## src/rtl/muler_c_bank.sv

```systemverilog
// muler_c_bank: a bank of CH independent NIN-input Muller C-elements with
// optional input synchronisers, rise-only ("plus") inputs, registered
// transition pulses and a per-channel stall watchdog.
//
// The block has no handshake of its own and no FSM. Each channel's only
// state is its registered z bit and, when the watchdog is enabled, a
// saturating disagreement counter plus a sticky stall flag.
//
// Per channel c, with s the synchronised view of in_bus:
//   set = all NIN bits of s are 1
//   clr = every bit whose PLUS_MASK bit is 0 is 0
//         (this is constant 1 when every PLUS_MASK bit is 1)
//   z   <= set ? 1 : clr ? 0 : z       -- set wins over clr
// z_rise and z_fall are registered alongside z. They are high in the
// same cycle that z shows its new value.
module muler_c_bank #(
  parameter int             CH          = 2,
  parameter int             NIN         = 2,
  parameter int             SYNC_STAGES = 2,
  parameter logic [NIN-1:0] PLUS_MASK   = '0,
  parameter logic           RESET_Z     = 1'b0,
  parameter int             TIMEOUT     = 16
) (
  input  logic              clk,
  input  logic              rst_n,
  input  logic [CH*NIN-1:0] in_bus,
  input  logic              stall_clr,
  output logic [CH-1:0]     z,
  output logic [CH-1:0]     z_rise,
  output logic [CH-1:0]     z_fall,
  output logic [CH-1:0]     stall
);

  // Inputs whose PLUS_MASK bit is 0 take part in the falling decision.
  localparam logic [NIN-1:0] FALL_MASK = ~PLUS_MASK;

  // Synchronised view of in_bus that feeds the C-element logic.
  logic [CH*NIN-1:0] s;

  // ---------------------------------------------------------------------
  // Input synchroniser: SYNC_STAGES flops per bit, or a plain wire when
  // the inputs already belong to the clk domain.
  // ---------------------------------------------------------------------
  generate
    if (SYNC_STAGES > 0) begin : g_sync
      logic [CH*NIN-1:0] sync_q [SYNC_STAGES];
      logic [CH*NIN-1:0] sync_d [SYNC_STAGES];

      // Shift chain: stage 0 samples in_bus, each later stage copies the
      // stage before it.
      always_comb begin
        sync_d[0] = in_bus;
        for (int k = 1; k < SYNC_STAGES; k++) begin
          sync_d[k] = sync_q[k-1];
        end
      end

      // Synchroniser flops. Reset clears them so that no stale input
      // survives a reset.
      always_ff @(posedge clk or negedge rst_n) begin
        if (!rst_n) begin
          for (int k = 0; k < SYNC_STAGES; k++) begin
            sync_q[k] <= '0;
          end
        end else begin
          for (int k = 0; k < SYNC_STAGES; k++) begin
            sync_q[k] <= sync_d[k];
          end
        end
      end

      assign s = sync_q[SYNC_STAGES-1];
    end else begin : g_bypass
      assign s = in_bus;
    end
  endgenerate

  // ---------------------------------------------------------------------
  // C-element decision per channel.
  // ---------------------------------------------------------------------
  logic [CH-1:0] set_c;
  logic [CH-1:0] clr_c;

  // Compute the set and clear conditions from each channel's slice of s.
  always_comb begin
    set_c = '0;
    clr_c = '0;
    for (int c = 0; c < CH; c++) begin
      set_c[c] = &s[c*NIN +: NIN];
      clr_c[c] = ~|(s[c*NIN +: NIN] & FALL_MASK);
    end
  end

  logic [CH-1:0] z_q,    z_d;
  logic [CH-1:0] rise_q, rise_d;
  logic [CH-1:0] fall_q, fall_d;

  // Next z: set has priority, then clr, otherwise hold. A pulse is raised
  // only when z actually changes, so rise and fall are never both high.
  always_comb begin
    z_d = z_q;
    for (int c = 0; c < CH; c++) begin
      if (set_c[c]) begin
        z_d[c] = 1'b1;
      end else if (clr_c[c]) begin
        z_d[c] = 1'b0;
      end
    end
    rise_d = z_d & ~z_q;
    fall_d = ~z_d & z_q;
  end

  // Output register for z and its transition pulses.
  always_ff @(posedge clk or negedge rst_n) begin
    if (!rst_n) begin
      z_q    <= {CH{RESET_Z}};
      rise_q <= '0;
      fall_q <= '0;
    end else begin
      z_q    <= z_d;
      rise_q <= rise_d;
      fall_q <= fall_d;
    end
  end

  assign z      = z_q;
  assign z_rise = rise_q;
  assign z_fall = fall_q;

  // ---------------------------------------------------------------------
  // Stall watchdog. It counts consecutive cycles in which a channel is
  // neither set nor clear. stall_clr clears every count and every flag,
  // and wins over a timeout that lands in the same cycle.
  // ---------------------------------------------------------------------
  generate
    if (TIMEOUT > 0) begin : g_wdog
      localparam int             CW    = $clog2(TIMEOUT + 1);
      localparam logic [CW-1:0]  T_MAX = CW'(TIMEOUT);

      logic [CW-1:0] cnt_q [CH];
      logic [CW-1:0] cnt_d [CH];
      logic [CH-1:0] stall_q;
      logic [CH-1:0] stall_d;

      // The counter saturates at TIMEOUT. The flag sets on the cycle the
      // counter reaches TIMEOUT and then holds until it is cleared.
      always_comb begin
        stall_d = stall_q;
        for (int c = 0; c < CH; c++) begin
          cnt_d[c] = cnt_q[c];
          if (stall_clr) begin
            cnt_d[c]   = '0;
            stall_d[c] = 1'b0;
          end else begin
            if (set_c[c] || clr_c[c]) begin
              cnt_d[c] = '0;
            end else if (cnt_q[c] != T_MAX) begin
              cnt_d[c] = cnt_q[c] + CW'(1);
            end
            if (cnt_d[c] == T_MAX) begin
              stall_d[c] = 1'b1;
            end
          end
        end
      end

      // Watchdog counters and sticky stall flags.
      always_ff @(posedge clk or negedge rst_n) begin
        if (!rst_n) begin
          for (int c = 0; c < CH; c++) begin
            cnt_q[c] <= '0;
          end
          stall_q <= '0;
        end else begin
          for (int c = 0; c < CH; c++) begin
            cnt_q[c] <= cnt_d[c];
          end
          stall_q <= stall_d;
        end
      end

      assign stall = stall_q;
    end else begin : g_no_wdog
      assign stall = '0;
    end
  endgenerate

endmodule

```

## config.mk

```make
export PLATFORM = sky130hd
export DESIGN_NAME = muler_c_bank
export DESIGN_NICKNAME = d
export VERILOG_FILES = /design/src/rtl/muler_c_bank.sv
export SDC_FILE = /design/constraint.sdc
export NUM_CORES = 1
export LEC_CHECK = 0
export ABC_CLOCK_PERIOD_IN_PS = 4200
export CORE_MARGIN = 4
export CORE_UTILIZATION = 56
export DETAILED_ROUTE_END_ITERATION = 10
export PLACE_DENSITY = 0.81
export SKIP_CTS_REPAIR_TIMING = 1
export SYNTH_ARGS = -nofsm -noshare
export SYNTH_HDL_FRONTEND = slang
export SYNTH_SLANG_ARGS = --single-unit
```

## constraint.sdc

```tcl
create_clock -name clk -period 4.2 [get_ports clk]
set_clock_uncertainty 0.15 [all_clocks]
set_input_delay 1.26 -clock clk [delete_from_list [all_inputs] [get_ports clk]]
set_output_delay 1.26 -clock clk [all_outputs]
set_load 0.01 [all_outputs]
```

* After elaboration in Yosys (flattened, before gate mapping)
Index checks and enable logic that the tools add are counted.
** Operators by class
- Add/subtract/negate cells :: 2
- Bitwise gates (word level) :: 4
- Reduce and logical (&&, ||, !) cells :: 10
- Multiplexer cells :: 16
- Equality and inequality tests :: 4
** Operators by type and width (count)
- $mux W5 :: 8
- $add A5 B1 Y5 const B :: 2
- $eq A5 B5 Y1 const B :: 2
- $ne A5 B5 Y1 const B :: 2
- $mux W1 :: 8
- $and A2 B2 Y2 :: 2
- $not A2 Y2 :: 2
- $reduce_and A2 Y1 :: 2
- $reduce_bool A2 Y1 :: 2
- $reduce_or A2 Y1 :: 2
- $logic_not A1 Y1 :: 2
- $logic_or A1 B1 Y1 :: 2
** Storage, ports and cells
- Bits in registers :: 26
- Input bits :: 7
- Logic and storage cells :: 45
- Output and inout port bits :: 8

* Logic depth before layout (Yosys ltp)
Gate-level depths: netlist (run 1).
- Depth after elaboration :: 8
- Depth in mapped cells :: 6

* Least setup slack after synthesis (run 1)
Ideal clock, no wire load.
- Path type :: in2reg
- Start :: input port stall_clr
- End :: register g_wdog.stall_q[0], in the netlist stall[0]
- Buffers on the path :: 0
- Arrival time :: 1720 ps
- Path slack :: 2209 ps
- Library setup time :: 120 ps
- Stages on the path :: 3
- Data required time :: 3930 ps
- Path through :: nand2b_1 > nor2_4 > a41o_1
** Between the ends
- Cells in the longest elaborated chain, start to end :: 1
** RTL lines
- from (decl) :: RTL line 27 : input logic stall_clr,
- $mux W1 or $reduce_bool A2 Y1 (tied branches)
- to (signal assigned) :: RTL line 178 : stall_q <= stall_d;
- to (decl) :: RTL line 142 : logic [CH-1:0] stall_q;
Several ways; a longest one is shown, not always the timed one.
A chain may end at the register's enable or synchronous reset.

* Worst setup path after layout (run 1)
- Start :: register z_q[1], in the netlist z[1]
- End :: output port z[1]
** RTL lines
- from (decl) :: RTL line 94 : logic [CH-1:0] z_q, z_d;
- from (signal assigned) :: RTL line 116 : z_q <= {CH{RESET_Z}};
- from (signal assigned) :: RTL line 120 : z_q <= z_d;
- to (decl) :: RTL line 28 : output logic [CH-1:0] z,
No word-level cell between the ends.

==> results of run 1 <==
-- where the power goes --
part | leakage [nW] | internal [W] | switching, W
registers | 0.334 | 0.000262 | 0.00000605
clock network | 0.0210 | 0.0000530 | 0.0000686
logic | 0.255 | 0.0000238 | 0.0000249
total | 0.610 | 0.000339 | 0.0000996
-- Yosys cell counts --
cell type / count
a21oi_1: 2
o21ai_0: 1
a41o_1: 1
nor3_1: 1
nor2_4: 1
xnor2_1: 2
and4bb_1: 1
nor3b_1: 1
nor2_1: 8
nand4bb_1: 1
xor2_1: 5
inv_1: 13
o21bai_1: 2
nand3b_1: 2
nand4_1: 1
dfrtp_1: 26
o22ai_2: 1
nor2b_1: 4
nand2_1: 2
ha_1: 8
a31o_1: 1
nand3_1: 4
nand2b_1: 4
a211oi_1: 1
-- state kept, by name (all words and copies together), names as in the netlist --
name / cells
g_sync.sync_d: 4
g_wdog.cnt_q: 10
s: 4
stall: 2
z: 2
z_fall: 2
z_rise: 2
-- placed cells by master, fill, tap and decap left out, drive strengths merged --
cell,netlist,layout
dfrtp,26,26
clkdlybuf4s50,0,14
inv,13,13
nor2,9,9
ha,8,8
xor2,5,5
nand2b,4,4
nor2b,4,4
nand3,4,4
clkbuf,0,4
xnor2,2,2
nand3b,2,2
a21oi,2,2
o21bai,2,2
nand2,2,2
and4bb,1,1
o21ai,1,1
nor3,1,1
nor3b,1,1
nand4bb,1,1
nand4,1,1
o22ai,1,1
a211oi,1,1
a31o,1,1
a41o,1,1
-- stage by stage --
step | area [µm²] | instances | setup WS [ns] | total power [W] | utilization [%]
after CTS | 1314 | 136 | 1.519 | 0.0004417 | 72.92
after detailed placement | 1277 | 132 | 1.445 | 0.0003227 | 70.90
after global routing | 1314 | 136 | 1.476 | 0.0004617 | 72.92
after floorplan | 1106 | 93 | 2.209 | 0.0002952 | -
final | 1314 | 136 | 1.539 | 0.0004384 | 72.92
after global placement | 1277 | 132 | 1.501 | 0.0003202 | 70.90
-- worst min-delay path by stage --
| stage | start | to | slack (ns) | depth (start not counted) |
|---|---|---|---|---|
| after global placement | g_sync.sync_d[1]$_DFF_PN0_ | s[1]$_DFF_PN0_ | 0.18 | 0 |
| after detailed placement | g_sync.sync_d[1]$_DFF_PN0_ | s[1]$_DFF_PN0_ | 0.19 | 0 |
| after global routing | g_sync.sync_d[1]$_DFF_PN0_ | s[1]$_DFF_PN0_ | 0.22 | 0 |
| after CTS | g_sync.sync_d[1]$_DFF_PN0_ | s[1]$_DFF_PN0_ | 0.22 | 0 |
| final | g_sync.sync_d[2]$_DFF_PN0_ | s[2]$_DFF_PN0_ | 0.21 | 0 |
| after floorplan | g_sync.sync_d[0]$_DFF_PN0_ | s[0]$_DFF_PN0_ | 0.18 | 0 |
-- layout make-up --
| class | count | share of cell area [%] |
|---|---|---|
| Inverter | 13 | 3.714 |
| Multi-Input combinational cell | 54 | 30.95 |
| Sequential cell | 26 | 49.52 |
| Tap cell | 25 | 2.381 |
| Timing Repair Buffer | 14 | 10.67 |
| Clock buffer | 4 | 2.762 |
-- per-layer routing --
layer	global-route usage (%)	share of wire, %
met1	16.98	42
met2	26.86	51
met3	3.704	4.7
met4	5.532	2.1
met5	0	0
-- logic make-up (layout without fill, tap and decap cells) --
family                   after synthesis  in the layout  synth area share, %
XOR/XNOR                               7              7                5.543
flip-flops                            26             26                58.82
buffers and inverters                 13             31                4.412
adder cells (fa/ha/maj)                8              8                9.050
AND/OR/NAND/NOR                       30             30                15.95
AO/OA/AOI/OAI                          9              9                6.221
==> impl_metrics.yaml, run 1 <==
place:
  port_buffers: 14
  place_congestion: 0.8482
  place_hpwl_um: 1244
sta:
  finalCriticalPeriod_ns: 2.661
  rsz0062_at_grt: "no"
  slew_viol_final: 0
  fmax_mhz: 375.7
  tightest_slew_ns: 1.065
  hold_viol_final: 0
  period_share_pct: 63.37
  finalSetupViolations: 0
  holdWs_ns: 0.2070
  tns_ns: 0
  relSlewSlack_pct: 28.78
setup_path:
  required_ns: 2.79
  ff2ff_setup_slack_ns: 2.60
  cp.depth: 1
  crit_arrival_ns: 1.25
  critPathMaxFanout: 3
  crit_slowest_cell: "clkdlybuf4s50_1"
  max_stage_delay_ns: 0.55
  reg2regPathDepth: 6
  cp-end-kind: "output port"
  r2r_start: "g_wdog.cnt_q[0]$_DFF_PN0_"
  crit_start: "z[1]$_DFF_PN0_"
  cp-endpoint: "z[1]"
  worstSetupStartpointType: "flip-flop"
  critPathKind: "reg -> out"
  rr_endpoint: "stall[1]$_DFFE_PN0P_"
  cp_top_family: "buffers and inverters"
  cp_num_buf_inv: 1
  path_cells: "clkdlybuf4s50_1"
clocking:
  clkSlewWorstSetupHoldPaths_ns: 0.13
  clockBufferDepth: 2
  clock_sinks: 26
  insertion_delay_ns: 0.32
  htree_levels: 1
  cts_buffers: 3
  cts_tree: "done"
  root_buffer: "clkbuf_4"
power_and_ir_drop:
  p_leak_nw: 0.6099
  powerDensity_nw_per_um2: 333.7
  ir_worst_vdd_mv: 0.2827
floorplan:
  core_area_um2: 1802
  fp-row-count: 15
  dieArea_um2: 2750
  start_util_pct: 61.39
  num_io_pins: 15
  fp.dieH_um: 52.44
  die_w_um: 52.44
yosys:
  yosys-top-cells-area: "dfrtp_1 (59%), ha_1 (9.0%), inv_1 (4.4%), xor2_1 (4.0%), nor2_1 (2.7%)"
  synth_area_per_cell_um2: 11.89
  ys_ff_latch: 26
  ys.warnings.count: 0
  synth_top_cell_by_area: "dfrtp_1"
  syn-num-nets: 108
  syn_inst: 93
  synth_cell_types: 24
  synth_area_um2: 1106
  ys_seq_area_share_pct: 58.82
  synth_top_area_share_pct: 58.82
cells_and_area:
  final_nets: 127
  fillCellCount: 151
  drive_gt1_share_pct: 5.405
  num_antenna_cells: 0
  area_growth_syn_to_layout_pct: 18.78
  multiInputGateArea_um2: 406.6
  register_area_um2: 650.6
routing:
  finalWirelength_um: 1596
  drtPass1Iterations: 4
  drc: 0
  drt-initial-drc-count: 7
  avgViaCountPerCell: 5.081
  ant_nets: 0
  dr_total_vias: 691
  drt-wirelength-per-cell_um: 11.74
global_route:
  grt_max_degree: 27
  grt.overflow.total: 0
  grt_pass1_wl_um: 3001
  antenna_found_initial: 0
  grtUsageTotal_pct: 14.98
  grt_pass1_vias: 739
run_status:
  status: "finished clean"
min_path:
  hold_class: "reg -> reg"
run:
  cap_violations: 0
Power figures use the tool's default switching activity.
==> run 2: changes to the inputs <==
Settings changed: ABC_CLOCK_PERIOD_IN_PS 4200 to 2230, CORE_UTILIZATION 56 to 47, PLACE_DENSITY 0.81 to 0.73.
Clock period 4.2 ns to 2.23 ns, I/O delays scaled along.
==> impl_metrics.yaml, run 2 (same netlist as run 1, synthesis figures left out) <==
run_status:
  status: "finished clean"
power_and_ir_drop:
  ir_worst_vdd_mv: 0.5619
  p_leak_nw: 0.6195
  powerDensity_nw_per_um2: 621.0
global_route:
  grt_pass1_wl_um: 2994
  grtUsageTotal_pct: 12.15
  grt_max_degree: 27
  antenna_found_initial: 0
  grt.overflow.total: 0
  grt_pass1_vias: 736
sta:
  relSlewSlack_pct: 79.02
  period_share_pct: 92.62
  holdWs_ns: 0.2131
  finalSetupViolations: 0
  slew_viol_final: 0
  tns_ns: 0
  fmax_mhz: 484.2
  finalCriticalPeriod_ns: 2.065
  tightest_slew_ns: 0.3147
  hold_viol_final: 0
  rsz0062_at_grt: "no"
setup_path:
  rr_endpoint: "stall[1]$_DFFE_PN0P_"
  ff2ff_setup_slack_ns: 0.62
  crit_arrival_ns: 1.25
  crit_slowest_cell: "clkdlybuf4s50_1"
  max_stage_delay_ns: 0.54
  path_cells: "clkdlybuf4s50_1"
  crit_start: "z[0]$_DFF_PN0_"
  cp_top_family: "buffers and inverters"
  cp.depth: 1
  r2r_start: "g_wdog.cnt_q[0]$_DFF_PN0_"
  cp-endpoint: "z[0]"
  reg2regPathDepth: 6
  cp-end-kind: "output port"
  required_ns: 1.41
  critPathMaxFanout: 3
  cp_num_buf_inv: 1
  critPathKind: "reg -> out"
  worstSetupStartpointType: "flip-flop"
clocking:
  cts_buffers: 3
  cts_tree: "done"
  clkSlewWorstSetupHoldPaths_ns: 0.14
  clock_sinks: 26
  htree_levels: 1
  clockBufferDepth: 2
  root_buffer: "clkbuf_4"
  insertion_delay_ns: 0.31
min_path:
  hold_class: "reg -> reg"
cells_and_area:
  layout_common_cells: "dfrtp_1 (26), clkdlybuf4s50_1 (14), inv_1 (13)"
  area_growth_syn_to_layout_pct: 20.48
  largest_reg_flops: 10
  register_area_um2: 650.6
  multiInputGateArea_um2: 406.6
  final_common_cell: "dfrtp_1"
  regMostFlops: "g_wdog.cnt_q"
  final-instance-count-excl-fill: 141
  drive_gt1_share_pct: 7.080
  num_antenna_cells: 0
  final_util_pct: 59.66
  final_nets: 129
  fillCellCount: 192
routing:
  finalWirelength_um: 1715
  drc: 0
  avgViaCountPerCell: 4.759
  drt-wirelength-per-cell_um: 12.16
  dr_total_vias: 671
  ant_nets: 0
  drt-initial-drc-count: 6
  drtPass1Iterations: 4
floorplan:
  die_w_um: 56.51
  num_io_pins: 15
  dieArea_um2: 3193
  fp-row-count: 17
  core_area_um2: 2233
  start_util_pct: 49.52
  fp.dieH_um: 56.51
place:
  place_hpwl_um: 1369
  place_congestion: 0.7695
  port_buffers: 14
  placedCellCount: 137
run:
  cap_violations: 0
run 2: changes by cell type in the layout (fill, tap and decap cells not counted), sizes merged:
cell  delta
buf      +2
run 2: stage by stage:
| step | setup slack (ns) | area (µm²) | total power, W |
|---|---|---|---|
| after CTS | 0.1415 | 1333 | 0.0008424 |
| final | 0.1646 | 1333 | 0.0008275 |
| after global routing | 0.07791 | 1333 | 0.0008725 |
| after detailed placement | 0.2849 | 1296 | 0.0006132 |
| after global placement | 0.3093 | 1296 | 0.0006082 |
| after floorplan | 0.7612 | 1106 | 0.0005559 |
run 2: worst min path at each step:
stage | from | cells after the start | slack [ns] | to
finish | g_sync.sync_d[0]$_DFF_PN0_ | 0 | 0.21 | s[0]$_DFF_PN0_
global route | g_sync.sync_d[2]$_DFF_PN0_ | 0 | 0.22 | s[2]$_DFF_PN0_
CTS | g_sync.sync_d[0]$_DFF_PN0_ | 0 | 0.21 | s[0]$_DFF_PN0_
detailed placement | g_sync.sync_d[0]$_DFF_PN0_ | 0 | 0.19 | s[0]$_DFF_PN0_
global placement | g_sync.sync_d[0]$_DFF_PN0_ | 0 | 0.18 | s[0]$_DFF_PN0_
floorplan | g_sync.sync_d[0]$_DFF_PN0_ | 0 | 0.18 | s[0]$_DFF_PN0_
run 2: where the power goes:
group / internal [W] / switching (W) / total [W]
logic: 0.0000474 / 0.0000475 / 0.0000949
registers: 0.000494 / 0.0000123 / 0.000506
clock network: 0.0000996 / 0.000127 / 0.000227
run 2: cell type report:
| cell class | count | area share (%) |
|---|---|---|
| repair buffers | 16 | 11.64 |
| well taps | 28 | 2.629 |
| clock buffers | 4 | 2.723 |
| flip-flops and latches | 26 | 48.83 |
| multi-input cells | 54 | 30.52 |
| inverters | 13 | 3.662 |
run 2: per-layer routing:
| metal | GRT usage (%) | vias up | wire (µm) |
|---|---|---|---|
| li1 | - | 340 | - |
| met2 | 22.77 | 11 | 955 |
| met4 | 6.102 | 0 | 9 |
| met3 | 2.299 | 2 | 68 |
| met5 | 0 | - | 0 |
| met1 | 12.63 | 318 | 681 |
